**src/rtl/ifq_pkg.sv**
```systemverilog
// Shared types and constants for the instruction fetch queue:
// fetch FSM state encoding, queue entry layout and the PC increment.
package ifq_pkg;

  typedef enum logic [1:0] {
    FETCH   = 2'd0,
    WAIT    = 2'd1,
    DISCARD = 2'd2
  } ifq_state_t;

  typedef struct packed {
    logic [31:0] icode;
    logic [31:0] pc;
  } ifq_entry_t;

  localparam logic [31:0] IFQ_PC_STEP = 32'd4;

endpackage

```
**src/rtl/ifq_buffer.sv**
```systemverilog
// DEPTH-entry first-word-fall-through queue of instruction/PC pairs.
// Flush empties the queue and wins over a simultaneous push or pop.
module ifq_buffer
  import ifq_pkg::*;
#(
  parameter int DEPTH = 4,
  localparam int AW = $clog2(DEPTH),
  localparam int CW = AW + 1
) (
  input  logic          clk,
  input  logic          rst,
  input  logic          push,
  input  logic          pop,
  input  logic          flush,
  input  logic [31:0]   push_icode,
  input  logic [31:0]   push_pc,
  output logic [CW-1:0] count,
  output logic [31:0]   head_icode,
  output logic [31:0]   head_pc
);

  ifq_entry_t        mem [DEPTH];
  logic [AW-1:0]     wr_ptr;
  logic [AW-1:0]     rd_ptr;
  logic              do_push;
  logic              do_pop;
  logic              empty;
  ifq_entry_t        head;

  assign empty   = (count == '0);
  assign do_push = push & ~flush;
  assign do_pop  = pop & ~flush & ~empty;

  always_ff @(posedge clk) begin
    if (rst) begin
      wr_ptr <= '0;
      rd_ptr <= '0;
      count  <= '0;
      for (int i = 0; i < DEPTH; i++) begin
        mem[i] <= '0;
      end
    end else if (flush) begin
      wr_ptr <= '0;
      rd_ptr <= '0;
      count  <= '0;
    end else begin
      if (do_push) begin
        mem[wr_ptr] <= '{icode: push_icode, pc: push_pc};
        wr_ptr      <= wr_ptr + AW'(1);
      end
      if (do_pop) begin
        rd_ptr <= rd_ptr + AW'(1);
      end
      case ({do_push, do_pop})
        2'b10:   count <= count + CW'(1);
        2'b01:   count <= count - CW'(1);
        default: count <= count;
      endcase
    end
  end

  // Empty queue presents zeros so stale entries never leak after a flush.
  assign head       = empty ? '0 : mem[rd_ptr];
  assign head_icode = head.icode;
  assign head_pc    = head.pc;

endmodule

```
**src/rtl/instr_fetch_queue.sv**
```systemverilog
// Fetch FSM + PC driving a one-outstanding-request icache port, feeding ifq_buffer.
// Optional IFQ_PERF_CNT_EN adds flush / full-cycle performance counters.
module instr_fetch_queue
  import ifq_pkg::*;
#(
  parameter int          DEPTH    = 4,
  parameter logic [31:0] RESET_PC = 32'h0000_0000
) (
  input  logic        clk,
  input  logic        rst,
  output logic        icache_rd_en,
  output logic [31:0] icache_addr,
  input  logic [31:0] icache_dout,
  input  logic        icache_valid,
  input  logic [31:0] jump_branch_add,
  input  logic        jump_branch_valid,
  input  logic        dispatch_rd,
  output logic [31:0] ifq_icode,
  output logic [31:0] ifq_pc,
  output logic        ifq_empty
`ifdef IFQ_PERF_CNT_EN
  ,
  output logic [31:0] ifq_flush_cnt,
  output logic [31:0] ifq_full_cnt
`endif
);

  localparam int CW = $clog2(DEPTH) + 1;
  localparam logic [CW-1:0] FULL_LVL   = CW'(DEPTH);
  localparam logic [CW-1:0] ALMOST_LVL = CW'(DEPTH - 1);

  ifq_state_t    state;
  ifq_state_t    state_nxt;
  logic [31:0]   pc;
  logic [31:0]   req_pc;
  logic [CW-1:0] count;
  logic          push;
  logic          pop;

  always_ff @(posedge clk) begin
    if (rst) begin
      state <= FETCH;
    end else begin
      state <= state_nxt;
    end
  end

  always_comb begin
    state_nxt = state;
    if (jump_branch_valid) begin
      case (state)
        WAIT:    state_nxt = icache_valid ? FETCH : DISCARD;
        DISCARD: state_nxt = DISCARD;
        default: state_nxt = FETCH;
      endcase
    end else begin
      case (state)
        FETCH:   state_nxt = icache_rd_en ? WAIT : FETCH;
        WAIT:    if (icache_valid) state_nxt = icache_rd_en ? WAIT : FETCH;
        DISCARD: if (icache_valid) state_nxt = FETCH;
        default: state_nxt = FETCH;
      endcase
    end
  end

  // Back-to-back issue in WAIT needs room for both the arriving word and the new one.
  always_comb begin
    icache_rd_en = 1'b0;
    push         = 1'b0;
    pop          = 1'b0;
    if (!rst && !jump_branch_valid) begin
      icache_rd_en = ((state == FETCH) && (count < FULL_LVL)) ||
                     ((state == WAIT) && icache_valid && (count < ALMOST_LVL));
      push         = (state == WAIT) && icache_valid;
      pop          = dispatch_rd;
    end
  end

  always_ff @(posedge clk) begin
    if (rst) begin
      pc <= RESET_PC;
    end else if (jump_branch_valid) begin
      pc <= jump_branch_add;
    end else if (icache_rd_en) begin
      pc <= pc + IFQ_PC_STEP;
    end
  end

  always_ff @(posedge clk) begin
    if (icache_rd_en) begin
      req_pc <= pc;
    end
  end

  assign icache_addr = pc;
  assign ifq_empty   = (count == '0);

  ifq_buffer #(
    .DEPTH(DEPTH)
  ) u_buffer (
    .clk        (clk),
    .rst        (rst),
    .push       (push),
    .pop        (pop),
    .flush      (jump_branch_valid),
    .push_icode (icache_dout),
    .push_pc    (req_pc),
    .count      (count),
    .head_icode (ifq_icode),
    .head_pc    (ifq_pc)
  );

`ifdef IFQ_PERF_CNT_EN
  always_ff @(posedge clk) begin
    if (rst) begin
      ifq_flush_cnt <= '0;
      ifq_full_cnt  <= '0;
    end else begin
      if (jump_branch_valid) ifq_flush_cnt <= ifq_flush_cnt + 32'd1;
      if (count == FULL_LVL) ifq_full_cnt  <= ifq_full_cnt + 32'd1;
    end
  end
`endif

endmodule

```
**config.mk**
```make
export PLATFORM = sky130hd
export DESIGN_NAME = instr_fetch_queue
export DESIGN_NICKNAME = d
export VERILOG_FILES = /design/src/rtl/ifq_pkg.sv /design/src/rtl/ifq_buffer.sv /design/src/rtl/instr_fetch_queue.sv
export SDC_FILE = /design/constraint.sdc
export NUM_CORES = 1
export LEC_CHECK = 0
export CELL_PAD_IN_SITES_DETAIL_PLACEMENT = 2
export CELL_PAD_IN_SITES_GLOBAL_PLACEMENT = 2
export CORE_UTILIZATION = 40
export DETAILED_ROUTE_END_ITERATION = 10
export GPL_TIMING_DRIVEN = 0
export PLACE_DENSITY = 0.9
export SYNTH_ARGS = -nofsm -noshare
export SYNTH_HDL_FRONTEND = slang
export SYNTH_SLANG_ARGS = --single-unit
export TNS_END_PERCENT = 5
```
**constraint.sdc**
```tcl
create_clock -name clk -period 5.3 [get_ports clk]
set_input_delay 0.53 -clock clk [delete_from_list [all_inputs] [get_ports clk]]
set_output_delay 0.53 -clock clk [all_outputs]
set_load 0.005 [all_outputs]
```
Yosys cells after proc, flatten, opt, wreduce, memory -nomap -nowiden --
Memory sizes are Yosys's and may differ from the RTL's. A register that Yosys moved wholly into a read port is not among the register bits. Cells that the tools add are included.
Storage, ports and cells: flip-flop bits (word level) 73, latch bits 0, bits in writable memories 256, ROM bits 0, output and inout bits 98, memories 1
Operators by class: add/sub/neg operators 5, multipliers 0, div/mod/pow operators 0, magnitude comparators 2, eq/ne operators 6, shift-type cells 0, mux-type cells 25, bitwise operators 5, reductions and logical operators 14
Memories:
- u_buffer.mem | depth 4, bits a word 64, rd ports 1, clocked after Yosys merged registers in 1, write ports 4, RTL line ifq_buffer.sv:22 | ifq_entry_t mem [DEPTH];
Operators by type and width (number):
- 64-bit 2-to-1 mux | 2
- 32-bit 2-to-1 mux | 2
- 64-bit OR reduction | 1
- 32-bit by 3-bit adder with 32-bit output, second input constant | 1
- 2-bit 2-to-1 mux | 7
- 1-bit 2-to-1 mux | 11
- 3-bit != test, second input constant | 2
- 2-bit case mux with 3 select lines | 1
- 3-bit case mux with 2 select lines | 1
- 2-bit by 1-bit adder with 2-bit output, second input constant | 2
- 2-bit by 1-bit equality test with 1-bit output, second input constant | 2
- 2-bit equality test, second input constant | 2
- 1-bit logical AND | 4
- 2-bit case mux with 2 select lines | 1
- 2-bit nonzero test | 2
- 3-bit by 1-bit adder with 3-bit output, second input constant | 1
- 1-bit bitwise AND | 3
- 3-bit zero test | 1
- 3-bit by 2-bit less-than comparator with 1-bit output, second input constant | 1
- 3-bit less-than comparator, second input constant | 1
- 3-bit by 1-bit subtractor with 3-bit output, second input constant | 1
- 1-bit zero test | 2
- 2-bit zero test | 1
- 1-bit inverter | 2
- 3 further kinds | 3

Longest topological paths before layout --
Gate-level depths: netlist of the first run.
depth in word-level cells 10, gate-level depth with buffers 10, mapped depth without buffers 10

Modules after synthesis --
A second synthesis of the first run with hierarchy kept.
Unflattened totals: cells, all modules 1016, area total of the unflattened synthesis 14918.1 um^2
Modules (own cells, without submodules):
- ifq_buffer | times used 1, cells an instance 740, area an instance 11941.5 um^2, sequential area each 7867.5 um^2
- instr_fetch_queue | times used 1, cells an instance 276, area an instance 2976.6 um^2, sequential area each 1641.6 um^2

Worst setup path before layout of the first run --
No wires, ideal clock.
path kind reg2reg, from register state[1], to memory u_buffer.mem[3][0] (netlist name), enable pin, arrival time 3928 ps, required time 4814 ps, path slack 886 ps, stages on the path, launching flop included 7, path buffers 1, period minus slack after synthesis 4414 ps, path through dfxtp_1 inv_1 ha_1 and4bb_2 clkbuf_1 a21oi_1 nor2_1
RTL lines:
- start, declared | RTL line instr_fetch_queue.sv:32 | ifq_state_t state;
- start signal, assigned | RTL line instr_fetch_queue.sv:44 | state <= state_nxt;
- end, declared | RTL line ifq_buffer.sv:22

Worst setup path in the final report of the first run --
from register u_buffer.count[2], to output port ifq_pc[21]
Between the ends: word-level cells in the longest chain between the ends 2
Ends and longest elaborated chain:
- start, declared | RTL line ifq_buffer.sv:17 | output logic [CW-1:0] count,
- start signal, assigned | RTL line ifq_buffer.sv:55 | 2'b10: count <= count + CW'(1);
- start signal, assigned | RTL line ifq_buffer.sv:56 | 2'b01: count <= count - CW'(1);
- start signal, assigned | RTL line ifq_buffer.sv:57 | default: count <= count;
- 3-bit zero test | RTL line ifq_buffer.sv:30 | assign empty = (count == '0);
- 64-bit 2-to-1 mux | RTL line ifq_buffer.sv:63 | assign head = empty ? '0 : mem[rd_ptr];
- end, declared | RTL line instr_fetch_queue.sv:19 | output logic [31:0] ifq_pc,
No other way between the ends.

==> impl_metrics.csv, run 1 <==
group,metric,value,unit
timing,tightest_slew,1450,ps
yosys,synth.net_count,1093,
yosys,ys_ff_latch,331,
yosys,synth.yosys.seq_area_share,64.7,%
critical_path,rrSetupSlack,1850,ps
yosys,synth_edf_count,288,
timing,hold_violations,0,
floorplan,row_count,69,
hold_path,hold_path.startpoint,"icache_addr[31]",
yosys,syn_area_per_cell,14.4,um2
route,first_pass_iters,4,
power_and_ir_drop,ir_worst_vdd,0.179,mV
hold_path,hold_end,"req_pc[31]",
route,first_iter_violations,577,
layout,final_common_cell,"edfxtp_1",
floorplan,fp.coreArea,0.0358,mm2
clocking,clk_path_buf_depth,3,
clocking,post_cts_buffers,0,
grt,gr-total-overflow,0,
critical_path,r2r_cells,8,
route,via_per_inst,5.55,
floorplan,pin_count,167,
place,gp_congestion,0.737,
route,ant_nets,0,
status,status,"completed",
timing,setup_viol,0,
critical_path,required,4770,ps
timing,fmax,225,MHz
grt,grt_max_degree,41,
route,wire_per_inst,27.2,um
floorplan,die_y,194,um
layout,final_area,0.0183,mm2
yosys,async_flop_share,0,%
timing,final.setup_skew,24.5,ps
critical_path,cp_max_fo,10,
timing,finalMaxSlewViolations,0,
clocking,holdBufCountCts,0,
clocking,cts_tree,"yes",
timing,finalCritPeriodShare,83.8,%
critical_path,r2r-end,"u_buffer.mem[2][60]",
clocking,h-tree-depth,2,
route,detail_route.wirelength,46.8,mm
hold_path,hold-path-cell-count,0,
critical_path,end_kind,"primary output",
grt,grt_pass1_vias,11046,
place,hpwlAfterDp,30.2,mm
floorplan,die_x,194,um
place,place_area,0.0171,mm2
route,drcViolationCount,0,
critical_path,rr_startpoint,"state[1]",
clocking,cts_sinks,331,
layout,antenna_cells,0,
layout,area_growth,24.6,%
timing,fin_crit,4440,ps
timing,slew_headroom,2.67,%
timing,finalSetupTns,0,ps
grt,grtUsageTotal,25.2,%
floorplan,dieArea,0.0375,mm2
power_and_ir_drop,power.density,327,mW/mm2
critical_path,startpoint_type,"flip-flop",
clocking,clk_pin_slew,60,ps
layout,instances_no_fill,1721,
clocking,root_buffer,"clkbuf_16",
critical_path,path_class,"reg -> out",
power_and_ir_drop,power,5.99,mW
clocking,post_cts_resized,0,
layout,most-common-layout-cells,"edfxtp_1 (288), and2_1 (261), clkdlybuf4s50_1 (166), clkbuf_1 (74), nor2b_1 (65)",
yosys,synthCells,1018,
layout,drive_gt1_share,11.3,%
clocking,cts_inserted_buffers,39,
hold_path,hp-class,"reg -> reg",
clocking,clk_latency,530,ps
grt,grt_pass1_wl,70.2,mm
power_and_ir_drop,leakage,6.25,nW
yosys,yosysWarningCount,0,
grt,antenna_found_initial,1,
layout,final_nets,1305,
critical_path,critPathArrivalTime,3910,ps
yosys,synth_cell_type_count,45,
yosys,synth_area,0.0147,mm2
yosys,synth_ff_type,"edfxtp_1",
floorplan,start_util,41.0,%
flow_run,drv_cap,0,
place,portBuffers,166,
place,placed_cells,1650,
timing,rsz0062_at_grt,"false",
route,vias,9543,
-- Yosys cell counts, drive strengths merged (4+ instances only) --
cell / instances / area [um2]
nor2: 40 / 150
nor3: 7 / 35.0
or2: 5 / 31.3
o22ai: 5 / 31.3
nor3b: 5 / 37.5
dfxtp: 43 / 861
xor2: 4 / 35.0
a211oi: 14 / 105
nor4: 13 / 106
and2: 261 / 1630
edfxtp: 288 / 8650
nand4: 7 / 50.1
mux4: 64 / 1440
a21oi: 10 / 50.1
nand2: 26 / 97.6
or3: 5 / 31.3
nor2b: 65 / 407
a311oi: 4 / 35.0
or4: 6 / 45.0
clkbuf: 57 / 214
inv: 9 / 33.8
buf: 8 / 40.0
xnor2: 22 / 193
nand3: 11 / 55.1
a31oi: 9 / 56.3
ha: 5 / 62.6
o31ai: 4 / 30.0
-- metal layers --
metal,share of wire [%],track usage [%],vias to the layer above
met5,0.028,0,-
met4,3.3,9.60,2
met3,4.0,3.65,106
met2,53,45.7,311
met1,40,30.3,4982
li1,-,-,4142
-- power by group --
| part | internal, mW | switching [mW] | leakage [nW] |
|---|---|---|---|
| sequential | 2.94 | 0.0741 | 3.31 |
| combinational | 0.149 | 0.173 | 2.34 |
| clock | 1.60 | 1.06 | 0.606 |
-- critical path: stages, from the launching register on --
cell and delay, ps:
dfxtp_1 360, clkbuf_1 290, nor3_1 730, clkbuf_1 570, clkbuf_1 700, nor2b_1 210
clkdlybuf4s50_1 510
-- layout make-up --
cell class	count	area [um2]
inverter	9	33.8
fill	3332	17500
buffer	65	254
multi-input combinational	613	4920
clock inverter	11	126
sequential	331	9510
clock buffer	60	1120
timing repair buffer	171	1780
tap	461	577
-- sequential cells by signal, summed over array words and instances (netlist names), named ones only --
signal,flops
icache_addr,32
u_buffer.rd_ptr,2
u_buffer.mem,256
req_pc,32
u_buffer.count,3
u_buffer.wr_ptr,2
state,2
-- kinds of logic (layout without fill, tap and decap cells) --
| group | after synthesis | after routing | share of synthesized area (%) |
|---|---|---|---|
| buf+inv | 74 | 316 | 1.96 |
| mux | 67 | 67 | 10.0 |
| xor+xnor | 26 | 26 | 1.55 |
| compound gates | 55 | 55 | 2.56 |
| fa+ha+maj | 6 | 6 | 0.562 |
| flops | 331 | 331 | 64.7 |
| simple gates | 459 | 459 | 18.7 |
-- per-stage QoR --
stage | worst slack (ps) | hold slack, ps | util (%)
finish | 859 | 511 | 51.1
global route | 844 | 527 | 51.1
CTS | 701 | 513 | 51.1
detailed placement | 753 | 504 | 47.6
global placement | -2390 | 485 | 47.3
floorplan | 886 | 453 | -
-- how the worst max path moves through the flow --
stage                            from                  end  slack (ps)  cells past startpoint
global placement         icache_valid  u_buffer.mem[3][47]       -2390                      5
floorplan                    state[1]   u_buffer.mem[3][0]         890                      6
detailed placement  jump_branch_valid         icache_rd_en         750                      7
global route        u_buffer.count[2]           ifq_pc[21]         840                      6
finish              u_buffer.count[2]           ifq_pc[21]         860                      6
CTS                 jump_branch_valid         icache_rd_en         700                      7
No activity file was read; power rests on OpenSTA's default activity.
==> run 2: changes to the inputs <==
--- a/config.mk
+++ b/config.mk
@@ -7,10 +7,10 @@
 export LEC_CHECK = 0
 export CELL_PAD_IN_SITES_DETAIL_PLACEMENT = 2
 export CELL_PAD_IN_SITES_GLOBAL_PLACEMENT = 2
-export CORE_UTILIZATION = 40
+export CORE_UTILIZATION = 36
 export DETAILED_ROUTE_END_ITERATION = 10
 export GPL_TIMING_DRIVEN = 0
-export PLACE_DENSITY = 0.9
+export PLACE_DENSITY = 0.86
 export SYNTH_ARGS = -nofsm -noshare
 export SYNTH_HDL_FRONTEND = slang
 export SYNTH_SLANG_ARGS = --single-unit
==> constraint.sdc (replaced) <==
create_clock -name clk -period 4.08 [get_ports clk]
set_input_delay 0.408 -clock clk [delete_from_list [all_inputs] [get_ports clk]]
set_output_delay 0.408 -clock clk [all_outputs]
set_load 0.005 [all_outputs]
==> run 2 against run 1 <==
Against the previous run: combinational power is 28% higher; clock skew is 2.1 ps lower; via count down 2.6%; hold slack worse by 36 ps; design area grew 0.65%; power rose by 31%.
==> impl_metrics.csv, run 2 (synthesis gave the netlist of run 1 again) <==
group,metric,value,unit
grt,gr-total-overflow,0,
clocking,cts_inserted_buffers,38,
critical_path,rrSetupSlack,770,ps
critical_path,worst-path-buf-inv,4,
flow_run,drv_cap,0,
power_and_ir_drop,netSwitchingFraction,21.3,%
route,met3_length,1.73,mm
critical_path,slowest_delay,600,ps
floorplan,dieArea,0.0417,mm2
power_and_ir_drop,power.density,425,mW/mm2
timing,finalMaxSlewViolations,0,
clocking,clk_latency,520,ps
layout,area_growth,25.4,%
floorplan,die_y,204,um
timing,slew_headroom,7.65,%
timing,finalCritPeriodShare,92.8,%
route,vias,9293,
power_and_ir_drop,clkPwrFrac,44.9,%
route,via_per_inst,5.21,
grt,grt_pass1_vias,10797,
timing,final.setup_skew,22.4,ps
power_and_ir_drop,p_switching,1.67,mW
timing,fin_crit,3790,ps
critical_path,required,3670,ps
critical_path,startpoint_type,"flip-flop",
critical_path,cp_common_cell,"clkbuf_1",
floorplan,pin_count,167,
clocking,cts_tree,"yes",
timing,setup_viol,0,
place,portBuffers,166,
clocking,h-tree-depth,2,
floorplan,die_x,204,um
clocking,clk_pin_slew,60,ps
layout,utilization,46.1,%
power_and_ir_drop,leakage,6.26,nW
route,drcViolationCount,0,
grt,grtUsageTotal,22.0,%
timing,whs,475,ps
clocking,root_buffer,"clkbuf_16",
critical_path,cp_max_fo,10,
grt,grt_pass1_wl,67.7,mm
power_and_ir_drop,seqPwrFrac,49.9,%
route,first_iter_violations,523,
clocking,cts_sinks,331,
route,wire_per_inst,25.2,um
route,wirelength_met1,17.9,mm
route,ant_nets,0,
layout,final_common_cell,"edfxtp_1",
layout,largest_register_ffs,256,
layout,top_register,"u_buffer.mem",
hold_path,hp-class,"in -> reg",
timing,fmax,264,MHz
power_and_ir_drop,p_comb_share,5.3,%
critical_path,crit_chain,"clkbuf_1 > nor3_2 > clkbuf_1 > clkbuf_2 > nor2b_1 > clkdlybuf4s50_1",
route,dr.max_layer_used,"met4",
place,gp_congestion,0.758,
layout,antenna_cells,0,
floorplan,start_util,36.7,%
layout,most-common-layout-cells,"edfxtp_1 (288), and2_1 (261), clkdlybuf4s50_1 (166), clkbuf_1 (66), nor2b_1 (65)",
power_and_ir_drop,ir_worst_vdd,0.222,mV
power_and_ir_drop,internal_power,6.16,mW
layout,drive_gt1_share,11.7,%
critical_path,path_class,"reg -> out",
timing,tightest_slew,1380,ps
critical_path,crit_family,"buffers and inverters",
timing,hold_violations,0,
route,routed-wl-met2,24.1,mm
clocking,post_cts_buffers,0,
timing,rsz0062_at_grt,"false",
floorplan,row_count,73,
route,detail_route.wirelength,44.9,mm
layout,final_nets,1305,
floorplan,fp.coreArea,0.0400,mm2
grt,antenna_found_initial,0,
grt,grt_max_degree,36,
route,first_pass_iters,4,
critical_path,cp_slowest_cell,"clkbuf_1",
place,hpwlAfterDp,29.6,mm
critical_path,end_kind,"primary output",
status,status,"completed",
critical_path,critPathArrivalTime,3380,ps
clocking,clk_path_buf_depth,3,
-- run 2: worst paths after layout --
check / from / to / depth (start not counted)
worst max-delay path: u_buffer.count[2] / ifq_pc[23] / 6
worst min-delay path: jump_branch_add[15] / icache_addr[15] / 3
worst max register to register: state[1] / u_buffer.mem[2][58] / 8
worst min register to register: icache_addr[17] / req_pc[17] / 0
-- run 2: worst min-delay path, stage by stage --
cell and delay [ps]:
clkdlybuf4s50_1 400, nor2_1 90, a211oi_1 50
-- run 2: layout make-up --
| cell class | instances | area, um2 |
|---|---|---|
| fill | 3832 | 21600 |
| sequential | 331 | 9510 |
| multi-input combinational | 613 | 4920 |
| timing repair buffer | 171 | 1760 |
| clock buffer | 55 | 1120 |
| tap | 525 | 657 |
| buffer | 65 | 256 |
| clock inverter | 13 | 161 |
| inverter | 9 | 37.5 |
| timing repair inverter | 1 | 5.00 |
-- run 2: per-layer routing --
metal  GRT usage (%)  vias up
met5               0        -
met4            7.14        0
met3            3.03       88
met2            40.7      267
met1            26.1     4804
li1                -     4134
-- run 2: timing repair --
item / 4_1_cts / 5_1_grt
cloned: 0 / 1
setup endpoints to repair: 26 / 1
hold buffers: 0 / 0
resized for setup: 4 / 0
-- run 2: power by group through the flow --
stage | logic (mW) | clock network [mW] | registers (mW)
after detailed placement | 0.408 | 0 | 3.98
after global routing | 0.438 | 3.69 | 3.92
after CTS | 0.415 | 3.58 | 3.91
after floorplan | 0.173 | 0 | 3.93
after global placement | 0.376 | 0 | 3.96
final | 0.412 | 3.52 | 3.91
-- run 2: per-stage QoR --
step | total power [mW] | cell area [um2] | instances | TNS (ps) | worst slack (ps)
after floorplan | 4.11 | 14700 | 1018 | 0 | 731
after global placement | 4.34 | 17000 | 1709 | -149050 | -1590
after detailed placement | 4.38 | 17100 | 1714 | -406 | -406
after CTS | 7.90 | 18400 | 1782 | 0 | 56.0
after global routing | 8.05 | 18400 | 1783 | 0 | 85.6
final | 7.84 | 18400 | 1783 | 0 | 294
